===== src/rtl/demux_sched_pkg.sv =====
// demux_sched_pkg -- shared FSM state type and mode encodings for demux_1x2_sched.
`default_nettype none

package demux_sched_pkg;

   typedef enum logic [1:0] {
      IDLE  = 2'd0,
      HOLD0 = 2'd1,
      HOLD1 = 2'd2
   } state_t;

   localparam logic MODE_RR  = 1'b0;
   localparam logic MODE_DIR = 1'b1;

   function automatic state_t hold_state(input logic ch);
      return ch ? HOLD1 : HOLD0;
   endfunction

endpackage

`default_nettype wire


===== src/rtl/demux_1x2_sched_demux.sv =====
// demux_1x2_sched_demux -- combinational 1x2 demux; the unselected (or disabled) output
// is driven to zero.
`default_nettype none

module demux_1x2_sched_demux #(
   parameter int DATA_W = 8
) (
   input  logic [DATA_W-1:0] din,
   input  logic              sel,
   input  logic              en,
   output logic [DATA_W-1:0] dout0,
   output logic [DATA_W-1:0] dout1
);

   always_comb begin
      dout0 = '0;
      dout1 = '0;
      if (en) begin
         if (sel) dout1 = din;
         else     dout0 = din;
      end
   end

endmodule

`default_nettype wire


===== src/rtl/demux_1x2_sched.sv =====
// demux_1x2_sched -- one-word buffered 1x2 demux, round-robin or directed steering.
// Optional per-channel delivery counters under DEMUX_SCHED_STATS_EN.
`default_nettype none

module demux_1x2_sched
   import demux_sched_pkg::*;
#(
   parameter int DATA_W = 8,
   parameter int CNT_W  = 16
) (
   input  logic              clk,
   input  logic              rst,
   input  logic              in_valid,
   output logic              in_ready,
   input  logic [DATA_W-1:0] in_data,
   input  logic              in_dest,
   input  logic              mode,
   output logic              out0_valid,
   input  logic              out0_ready,
   output logic [DATA_W-1:0] out0_data,
   output logic              out1_valid,
   input  logic              out1_ready,
   output logic [DATA_W-1:0] out1_data,
   output logic              sel,
   output logic              busy
`ifdef DEMUX_SCHED_STATS_EN
   ,
   output logic [CNT_W-1:0]  cnt0,
   output logic [CNT_W-1:0]  cnt1
`endif
);

   state_t            state_q, state_d;
   logic [DATA_W-1:0] held_q, held_d;
   logic              rr_q, rr_d;
   logic              rr_mode_q, rr_mode_d;   // held word was accepted in round-robin mode
   logic              ready_en_q;             // holds in_ready low until the first edge after reset

   logic              xfer0, xfer1, complete, accept, target;

   assign busy       = (state_q != IDLE);
   assign sel        = (state_q == HOLD1);
   assign out0_valid = (state_q == HOLD0);
   assign out1_valid = (state_q == HOLD1);
   assign xfer0      = out0_valid & out0_ready;
   assign xfer1      = out1_valid & out1_ready;
   assign complete   = xfer0 | xfer1;
   assign in_ready   = ready_en_q & (busy ? (sel ? out1_ready : out0_ready) : 1'b1);
   assign accept     = in_valid & in_ready;

   always_comb begin
      state_d   = state_q;
      held_d    = held_q;
      rr_d      = rr_q;
      rr_mode_d = rr_mode_q;
      target    = 1'b0;
      if (complete && rr_mode_q) rr_d = ~rr_q;
      // A coincident accept steers with the already-toggled pointer.
      if (accept) begin
         target    = (mode == MODE_DIR) ? in_dest : rr_d;
         state_d   = hold_state(target);
         held_d    = in_data;
         rr_mode_d = (mode == MODE_RR);
      end else if (complete) begin
         state_d = IDLE;
      end
   end

   always_ff @(posedge clk or posedge rst) begin
      if (rst) begin
         state_q    <= IDLE;
         held_q     <= '0;
         rr_q       <= 1'b0;
         rr_mode_q  <= 1'b0;
         ready_en_q <= 1'b0;
      end else begin
         state_q    <= state_d;
         held_q     <= held_d;
         rr_q       <= rr_d;
         rr_mode_q  <= rr_mode_d;
         ready_en_q <= 1'b1;
      end
   end

   demux_1x2_sched_demux #(
      .DATA_W (DATA_W)
   ) u_demux (
      .din   (held_q),
      .sel   (sel),
      .en    (busy),
      .dout0 (out0_data),
      .dout1 (out1_data)
   );

`ifdef DEMUX_SCHED_STATS_EN
   localparam logic [CNT_W-1:0] CNT_ONE = 1;

   logic [CNT_W-1:0] cnt0_q, cnt0_d, cnt1_q, cnt1_d;

   always_comb begin
      cnt0_d = cnt0_q;
      cnt1_d = cnt1_q;
      if (xfer0) cnt0_d = cnt0_q + CNT_ONE;
      if (xfer1) cnt1_d = cnt1_q + CNT_ONE;
   end

   always_ff @(posedge clk or posedge rst) begin
      if (rst) begin
         cnt0_q <= '0;
         cnt1_q <= '0;
      end else begin
         cnt0_q <= cnt0_d;
         cnt1_q <= cnt1_d;
      end
   end

   assign cnt0 = cnt0_q;
   assign cnt1 = cnt1_q;
`endif

endmodule

`default_nettype wire


===== config.mk =====
export PLATFORM = sky130hd
export DESIGN_NAME = demux_1x2_sched
export DESIGN_NICKNAME = d
export VERILOG_FILES = /design/src/rtl/demux_sched_pkg.sv /design/src/rtl/demux_1x2_sched_demux.sv /design/src/rtl/demux_1x2_sched.sv
export SDC_FILE = /design/constraint.sdc
export NUM_CORES = 1
export LEC_CHECK = 0
export ABC_AREA = 1
export CORE_MARGIN = 8
export CORE_UTILIZATION = 40
export CTS_CLUSTER_SIZE = 25
export DETAILED_ROUTE_END_ITERATION = 10
export MAX_ROUTING_LAYER = met4
export PLACE_DENSITY = 0.85
export RECOVER_POWER = 50
export SYNTH_ARGS = -nofsm -noshare
export SYNTH_HDL_FRONTEND = slang
export SYNTH_SLANG_ARGS = --single-unit

===== constraint.sdc =====
create_clock -name clk -period 1.65 [get_ports clk]
set_input_delay 0.495 -clock clk [delete_from_list [all_inputs] [get_ports clk]]
set_output_delay 0.495 -clock clk [all_outputs]
set_load 0.01 [all_outputs]

* Yosys cells after proc, flatten, opt, wreduce, memory -nomap -nowiden
Index checks and enable logic that the tools add are counted.
** Word-level totals
- Register bits after elaboration :: 13
- Input port bits :: 15
- Output and inout port bits :: 21
- Word-level logic and storage cells :: 28
** Cells by class
- Bitwise logic cells :: 7
- Equal/unequal tests :: 2
- Reductions and logical operators :: 3
- Muxes and demuxes :: 11
** Operators by type and width (count)
- $mux W8 :: 4
- $mux W2 :: 3
- $and A1 B1 Y1 :: 4
- $mux W1 :: 4
- $reduce_bool A2 Y1 :: 2
- $eq A2 B1 Y1 const B :: 1
- $eq A2 B2 Y1 const B :: 1
- $not A1 Y1 :: 2
- $logic_and A1 B1 Y1 :: 1
- $or A1 B1 Y1 :: 1

* Depth between registers and ports, before layout
- Depth in word-level cells :: 8
- Gate-level depth with buffers :: 9
- Mapped depth without buffers :: 8

* Hierarchy
Synthesis repeated with hierarchy kept, for this count alone.
** Unflattened totals
- Cell total of the unflattened synthesis :: 102
- Area total of the unflattened synthesis :: 714.4 um^2
** By module, submodules not included
- demux_1x2_sched :: area each 613.1 um^2, cells an instance 75, instances 1, seq. area each 325.3 um^2
- demux_1x2_sched_demux :: area each 101.3 um^2, cells an instance 27, instances 1, seq. area each 0.0 um^2

* Worst setup path after synthesis
Ideal clock, no wire load.
- Kind :: register to output
- Start :: register state_q[1]
- End :: output out0_data[7]
- Data required time :: 1.155 ns
- Buffers on the path :: 0
- Arrival time :: 0.937 ns
- Slack :: 0.218 ns
- Cell stages (with the launch flop) :: 4
- Cell sequence :: dfrtp_1 nand2_4 inv_1 nor3_1
** Between the ends
- Longest elaborated chain between the ends :: 3
- Elaborated cells on any way between the ends :: 4
- Those cells by class :: eq/ne: 1; mux: 2; reduce/logical: 1
** Ends and longest elaborated chain
- start: declaration :: RTL line demux_1x2_sched.sv:33 : state_t state_q, state_d;
- start signal: assignment :: RTL line demux_1x2_sched.sv:77 : state_q <= state_d;
- $eq A2 B2 Y1
- named net out1_valid :: RTL line demux_1x2_sched.sv:21 : output logic out1_valid,
- $mux W8 :: RTL line demux_1x2_sched_demux.sv:19 : if (sel) dout1 = din;
- $mux W8 :: RTL line demux_1x2_sched_demux.sv:18 : if (en) begin
- end: declaration :: RTL line demux_1x2_sched.sv:20 : output logic [DATA_W-1:0] out0_data,
The timed path passes the listed nets, and every way through them passes these cells.

* Worst setup path after layout
- Start :: register state_q[0]
- End :: output out0_data[7]
** Between the ends
- Longest elaborated chain between the ends :: 3
- Elaborated cells on any way between the ends :: 4
- Those cells by class :: eq/ne: 1; mux: 2; reduce/logical: 1
** Ends and longest elaborated chain
- $eq A2 B2 Y1 :: RTL line demux_1x2_sched.sv:42 : assign sel = (state_q == HOLD1);
- $mux W8 :: RTL line demux_1x2_sched_demux.sv:19
- $mux W8 * :: RTL line demux_1x2_sched_demux.sv:18
Every way passes the cells marked *; elsewhere a longest branch is shown, timed or not.

==> impl_metrics.ini <==
[status]
status = finished, violations left
violations = setup timing

[timing]
fin_crit_ns = 1.79
slew_headroom = 0.653
fin_ws_ns = -0.139
setup-violations-final = 15
skew_ns = 0.00369
worst_slew_pin_slew_ns = 0.521
rsz0062_at_grt = true
hold_viol = 0
clock.fmax_mhz = 559
post-route-period-util = 1.08
drv_slew = 0

[synth]
yosysTopAreaCell = dfrtp_1
synth_top_family_by_area = simple AND/OR/NAND/NOR gates
synth-simple-area-share = 0.294
synth_compound_area_frac = 0.109
synth_top_area_frac = 0.424
synth_commonest_cells = 23 x inv_1, 19 x nor2_1, 16 x nand2_1
yosys_most_used_dff = dfrtp_1
synth_cell_types = 20
yosysMostFrequentCell = inv_1
syn_area_sq_um = 767
synth_seq_cells = 13
synth_mux_area_frac = 0
synth-adder-area-share = 0
synth.area.top_cells = dfrtp_1 42%, inv_1 11%, nor2_1 9.3%
yosysWarningCount = 0
synthArstFlopShare = 1.00
synthXorXnorAreaFrac = 0
synth_area_per_cell_sq_um = 7.59
synth-edff-count = 0
yosysSeqAreaShare = 0.424
syn_nets = 116
synthCells = 101

[pwr]
total_power_mw = 2.43
max-vdd-ir-drop_mv = 1.16
powerDensity_nw_per_um2 = 1840
p_leak_nw = 0.753

[clocking]
clockBufferDepth = 2
numCtsBuffers = 3
htreeDepth = 1
cts_root_buffer = clkbuf_4
clock_sinks = 13
clkTransAtPathRegs_ns = 0.09
clk-insertion-delay-late_ns = 0.28
cts_tree = done
postCtsHoldBufs = 0

[routing]
ant_nets = 0
vias = 800
wl_um = 2210
wire_per_inst_um = 12.2
viasPerCell = 4.42
drc = 0
dr.first_iter.drc_count = 22
drt-pass1-iter-count = 4

[layout]
syn2layout_area_growth_pct = 72.8
nets = 170
drive_above_1_share = 0.506
utilization = 0.704
diodes = 0

[hold_path]
hold_path_class = flip-flop to flip-flop
hold_end = held_q[3]
holdPathStages = 2
holdCritStartpoint = held_q[3]

[setup_path]
crit_type = flip-flop to primary output
r2r-end = held_q[6]
start_kind = flip-flop
r2r_start = state_q[0]
critPathCaptureType = primary output
critPathMaxFanout = 4
cp_data_arrival_time_ns = 1.29
critical_path_required_ns = 1.15
reg2regPathDepth = 9
r2r_slack_ns = 0.16

[placed_design]
gp_congestion = 0.740
preCtsSetupSlack_ns = -0.730
hpwl_um = 1620
io_buffer_count = 35

[global_routing]
grt_pass1_vias = 804
antenna_found_initial = 0
grt_max_degree = 14
grt_use_total = 0.124
grt_pass1_wl_um = 3350
gr-total-overflow = 0

[run]
maxCapViolCount = 0

[floorplan]
die_area_sq_um = 3570
core_area_sq_um = 1880
fp-row-count = 16
io_pins = 36
die_x_um = 59.8
die_h_um = 59.8
start_util = 0.408
==> layout by cell type, fill, tap and decap left out, types with 2 or more instances in the layout <==
| cell | instances |
|---|---|
| a21oi_1 | 2 |
| nor2_2 | 5 |
| clkbuf_4 | 3 |
| dfrtp_2 | 2 |
| nand2_4 | 4 |
| buf_4 | 8 |
| nand3_1 | 4 |
| nor2_1 | 12 |
| a21oi_2 | 7 |
| clkdlybuf4s50_1 | 11 |
| nand2_1 | 10 |
| dfrtp_1 | 11 |
| buf_2 | 15 |
| buf_6 | 15 |
| nand2_2 | 6 |
| nor2_4 | 2 |
| inv_1 | 20 |
| inv_2 | 4 |
==> where the power goes <==
group          internal (mW)  switching, mW  total (mW)
combinational          0.825          0.822        1.65
sequential             0.463          0.118       0.581
clock                 0.0901          0.116       0.207
total                   1.38           1.06        2.43
==> worst max-delay path by stage <==
stage,from,endpoint,slack (ns),cells past startpoint
3_5_place_dp,out0_ready,in_ready,-0.73,6
6_report,state_q[0],out0_data[7],-0.14,5
2_1_floorplan,state_q[1],out0_data[7],0.22,3
3_3_place_gp,out0_ready,in_ready,-0.69,6
4_1_cts,state_q[0],in_ready,-0.18,6
5_1_grt,state_q[0],out0_data[7],-0.19,5
==> registers in the layout, summed over array words and instances (netlist names) <==
signal and count:
ready_en_q 1, held_q 8, state_q 2, rr_q 1, rr_mode_q 1
==> final cells by class <==
type	count	area, sq um
clock buffers	3	22.5
clock inverters	1	5.00
fillers	163	557
inverters	25	96.3
multi-input cells	59	374
flip-flops and latches	13	328
well taps	27	33.8
repair buffers	53	465
==> per-stage QoR <==
stage | std cells | hold WS, ns | TNS (ns) | cell area [sq um]
floorplan | 101 | 0.372 | 0 | 767
global placement | 169 | 0.500 | -5.06 | 1200
detailed placement | 169 | 0.526 | -6.12 | 1200
CTS | 180 | 0.547 | -1.38 | 1230
global route | 181 | 0.574 | -2.17 | 1330
finish | 181 | 0.552 | -1.33 | 1330
==> cell families after synthesis <==
group | Yosys count
compound gates | 11
buf+inv | 29
flops | 13
other cells | 1
simple gates | 47
==> per-layer routing <==
layer | global-route usage | wire [um]
met5 | - | 0
met4 | 0.0374 | 14
met3 | 0.0495 | 135
met2 | 0.212 | 1140
met1 | 0.127 | 915
==> critical path, stage by stage, from the launching register on <==
cell	delay, ns
dfrtp_2	0.47
buf_4	0.16
buf_6	0.11
nor2_4	0.08
nor3_2	0.05
buf_2	0.14
==> repair_timing <==
action                                  in CTS  in global routing
pin swaps                                    2                  3
buffers inserted                             7                  2
endpoints found under the setup margin      21                 21
gates resized for setup                    102                 26
(Power assumes the default switching activity.)
